## config.mk

```make
export PLATFORM = sky130hd
export DESIGN_NAME = pipe_reg
export DESIGN_NICKNAME = d
export VERILOG_FILES = /design/src/rtl/pipe_reg.sv
export SDC_FILE = /design/constraint.sdc
export NUM_CORES = 1
export LEC_CHECK = 0
export BUFFER_PORTS_ARGS = -buffer_cell sky130_fd_sc_hd__buf_2
export CORE_ASPECT_RATIO = 1.2
export CORE_UTILIZATION = 45
export DETAILED_ROUTE_END_ITERATION = 8
export PLACE_DENSITY = 0.79
export SKIP_LAST_GASP = 1
export SYNTH_ARGS = -nofsm -noshare
export SYNTH_HDL_FRONTEND = slang
export SYNTH_SLANG_ARGS = --single-unit
```

## constraint.sdc

```tcl
create_clock -name clk -period 3.8 [get_ports clk]
set_clock_uncertainty 0.1 [all_clocks]
set_input_delay 0.57 -clock clk [delete_from_list [all_inputs] [get_ports clk]]
set_output_delay 0.57 -clock clk [all_outputs]
set_load 0.05 [all_outputs]
```

## src/rtl/pipe_reg.sv

```systemverilog
// pipe_reg: elastic register pipeline of DEPTH stages with valid/ready handshake,
// bubble collapsing, global stall and flush.
//
// Ports:
//   clk        rising-edge clock
//   reset      synchronous, active-high reset
//   in_valid   upstream offers in_data
//   in_data    upstream payload
//   in_ready   block accepts in_data this cycle
//   stall      global hold, freezes every stage
//   flush      drops every in-flight entry (takes priority over stall)
//   out_valid  out_data holds a valid entry
//   out_data   payload of the last stage
//   out_ready  downstream consumes out_data this cycle
//   count      number of valid stages (registered)
module pipe_reg #(
  parameter int unsigned      WIDTH     = 32,
  parameter int unsigned      DEPTH     = 2,
  parameter logic [WIDTH-1:0] RESET_VAL = '0
) (
  input  logic                       clk,
  input  logic                       reset,
  input  logic                       in_valid,
  input  logic [WIDTH-1:0]           in_data,
  output logic                       in_ready,
  input  logic                       stall,
  input  logic                       flush,
  output logic                       out_valid,
  output logic [WIDTH-1:0]           out_data,
  input  logic                       out_ready,
  output logic [$clog2(DEPTH+1)-1:0] count
);

  localparam int unsigned CntW = $clog2(DEPTH + 1);

  logic [DEPTH-1:0] valid_q, valid_d;
  logic [WIDTH-1:0] data_q [DEPTH];
  logic [WIDTH-1:0] data_d [DEPTH];
  logic [CntW-1:0]  count_q, count_d;

  logic [DEPTH-1:0] ready;
  logic             tail_full;

  // A stage is ready when it is empty or everything downstream of it moves.
  // Written as "out_ready or some stage at/after i is empty" to avoid a
  // self-referencing chain on the ready vector.
  always_comb begin
    ready     = '0;
    tail_full = 1'b1;
    for (int i = DEPTH - 1; i >= 0; i--) begin
      tail_full = tail_full & valid_q[i];
      ready[i]  = out_ready | ~tail_full;
    end
  end

  always_comb begin
    valid_d = valid_q;
    data_d  = data_q;
    if (flush) begin
      valid_d = '0;
    end else if (!stall) begin
      for (int i = DEPTH - 1; i >= 1; i--) begin
        if (ready[i]) begin
          valid_d[i] = valid_q[i-1];
          // Data bits only change when a real entry arrives.
          if (valid_q[i-1]) begin
            data_d[i] = data_q[i-1];
          end
        end
      end
      if (ready[0]) begin
        valid_d[0] = in_valid;
        if (in_valid) begin
          data_d[0] = in_data;
        end
      end
    end
  end

  always_comb begin
    count_d = '0;
    for (int i = 0; i < DEPTH; i++) begin
      count_d = count_d + CntW'(valid_d[i]);
    end
  end

  always_ff @(posedge clk) begin
    if (reset) begin
      valid_q <= '0;
      count_q <= '0;
      for (int i = 0; i < DEPTH; i++) begin
        data_q[i] <= RESET_VAL;
      end
    end else begin
      valid_q <= valid_d;
      count_q <= count_d;
      for (int i = 0; i < DEPTH; i++) begin
        data_q[i] <= data_d[i];
      end
    end
  end

  always_comb begin
    in_ready  = ready[0] & ~stall & ~flush & ~reset;
    out_valid = valid_q[DEPTH-1] & ~stall & ~flush & ~reset;
    out_data  = data_q[DEPTH-1];
    count     = count_q;
  end

endmodule

```

==> impl_metrics.toml <==
[global_route]
grt_max_degree = 71
grt_use_met1_pct = 17.7
grt_pass1_vias = 2041
antenna_found_initial = 0
grt_pass1_wl_mm = 8.95
grtUsageMet3_pct = 5.27
grt_usage_pct = 16.1
gr-total-overflow = 0
busiest_layer = "met2"
use_met2_pct = 27.8

[final_layout]
antennaDiodeCount = 0
fin_cells = 427
drive_gt1_share_pct = 28.8
n_fill_cell = 652
syn2layout_area_growth_pct = 11.8
nNetsFinal = 374

[outcome]
status = "completed"

[die]
core-area_um2 = 6810
dieWidth_um = 78.4
die_h_um = 93.6
ios = 74
num_rows = 33
start_util_pct = 46.2
dieArea_um2 = 7340

[critical_path]
rrSetupSlack_ns = 2.18
crit_path_cell_trace = "buf_2 > nor4b_1 > buf_2"
critical-path-top-delay-family = "buffers and inverters"
path_max_fanout = 33
cp-start-kind = "input pin"
max_stage_delay_ns = 0.31
startpoint = "reset"
crit_top_cell = "buf_2"
cp-endpoint = "out_valid"
slowest_stage = "buf_2"
crit_type = "in -> out"
crit_required_ns = 3.13
r2r_end = "data_q[46]"
path_buf_inv = 2
path_depth = 3
critPathArrivalTime_ns = 1.42
worst_setup_path_end_kind = "primary output"
reg2regPathDepth = 4
timing.rr.start = "valid_q[0]"

[clocking]
insertion_delay_ns = 0.34
cts_resized = 0
htreeDepth = 3
cts_setup_buffers = 0
clock-root-buffer = "clkbuf_8"
clk_pin_slew_worst_paths_ns = 0.07
cts_buffers = 9
hold_buffers = 0
cts_tree = "done"
cts_buffer_depth = 2
clock_sinks = 68

[timing]
finalCritPeriodShare_pct = 54.9
max_clock_freq_mhz = 479
slew_headroom_pct = 61.6
worst_pin_slew_ns = 0.576
finalSetupViolations = 0
hold_viol = 0
fin_hold_ws_ns = 0.373
timing.setup.tns_ns = 0
fin_crit_ns = 2.09
timing.final.max_slew_violations = 0
rsz0062_at_grt = "false"

[synthesis]
post-synth-top-count-cell = "nand2b_1"
synth_enable_flop_cells = 0
synth_cell_types = 21
synth_common_cells = "nand2b_1, dfxtp_1, mux2i_1"
ys_seq_area_share_pct = 43.2
synth_area_per_cell_um2 = 10.6
synth_area_leaders = "dfxtp_1, mux2i_1, nand2b_1, buf_4, buf_6"
yosys.area.top_type = "dfxtp_1"
synthFlopType = "dfxtp_1"
syn-num-nets = 337
synth_cells = 298
yosysWarnings = 0
yosysTopAreaCellShare_pct = 43.2
async_flop_share_pct = 0
ys_seq_elements = 68
syn_area_um2 = 3150

[power]
p_leak_nw = 1.44
p_per_area_nw_per_um2 = 434
peakVddDrop_v = 0.000231

[placement]
gp_congestion = 0.728
port_buffers = 73
hpwl_mm = 3.55
place_inst = 411

[route]
drt_first_iter_violations = 82
drt.antenna.violating_nets = 0
post-route-drc-count = 0
avgRoutedWirePerCell_um = 12.5
vias = 1973
drt-total-wl_mm = 5.32
vias_per_cell = 4.62
drt_pass1_iterations = 4

[job]
maxCapViolCount = 0

[hold_path]
hp-class = "reg -> reg"
[per-stage QoR]
stage                     setup WS [ns]  total power, mW  utilization [%]  instance area (µm²)
final                              1.71             1.53             51.7                 3520
after global routing               1.62             1.60             51.7                 3520
after CTS                          1.69             1.55             51.7                 3520
after detailed placement           1.70            0.843             48.2                 3280
after global placement             1.74            0.840             48.2                 3280
after floorplan                   0.573            0.815                -                 3150
[per-layer routing]
metal / wire [µm] / vias up
li1: - / 1013
met4: 71 / 0
met5: 0 / -
met2: 2700 / 45
met3: 267 / 6
met1: 2280 / 909
[report_power, final]
group / switching [mW] / internal [mW] / leakage, nW
clock network: 0.269 / 0.433 / 0.115
logic: 0.0466 / 0.0496 / 0.770
registers: 0.00372 / 0.725 / 0.550
total: 0.319 / 1.21 / 1.44
[flip-flops by register name (all words and copies together), names as in the netlist]
signal / flops
count: 2
out_data: 32
data_q: 32
valid_q: 2
[cells by family (layout without fill, tap and decap cells)]
family,count (synthesis),in the layout,share of synthesized area [%]
compound gates,6,6,1.11
fa+ha+maj,1,1,0.397
buf+inv,52,94,12.2
flops,68,68,43.2
mux,64,64,20.3
simple gates,107,107,22.7
[worst min path at each step]
stage / slack, ns / start / to / depth (start not counted)
after floorplan: 0.35 / out_data[10] / out_data[10] / 2
after global placement: 0.36 / out_data[7] / out_data[7] / 2
after detailed placement: 0.36 / out_data[24] / out_data[24] / 2
after CTS: 0.36 / in_data[7] / data_q[39] / 3
after global routing: 0.37 / in_data[8] / data_q[40] / 3
final: 0.37 / out_data[20] / out_data[20] / 2
[worst register-to-register path: stages, from the launching register on]
cell and delay (ns):
dfxtp_1 0.35, and3b_1 0.23, nor3_4 0.10, buf_4 0.50, mux2i_1 0.27
[area by class of cell]
type	count	area, µm²	share of cell area [%]
clock buffers	9	124	3.52
clock inverters	7	115	3.27
inverters	1	3.75	0.107
multi-input cells	178	1410	40.1
flip-flops and latches	68	1360	38.7
well taps	87	109	3.09
repair buffers	77	395	11.2
[placed cells by master (no fill, tap or decap)]
cell type and count:
inv_1 1, nand2b_1 97, clkinv_2 2, ha_1 1, clkinvlp_4 2, a21oi_1 2, buf_4 4, nand2b_4 1
buf_2 73, nor4b_1 1, and3b_1 1, o21ai_0 2, nor4_1 1, or4b_4 1, bufinv_16 3, nor3_4 1
nor4b_4 1, a211oi_1 2, dfxtp_1 68, mux2i_1 64, nor2b_4 1, nor2b_1 2, clkbuf_8 9
Note: power is estimated with default switching activity, not from simulation.
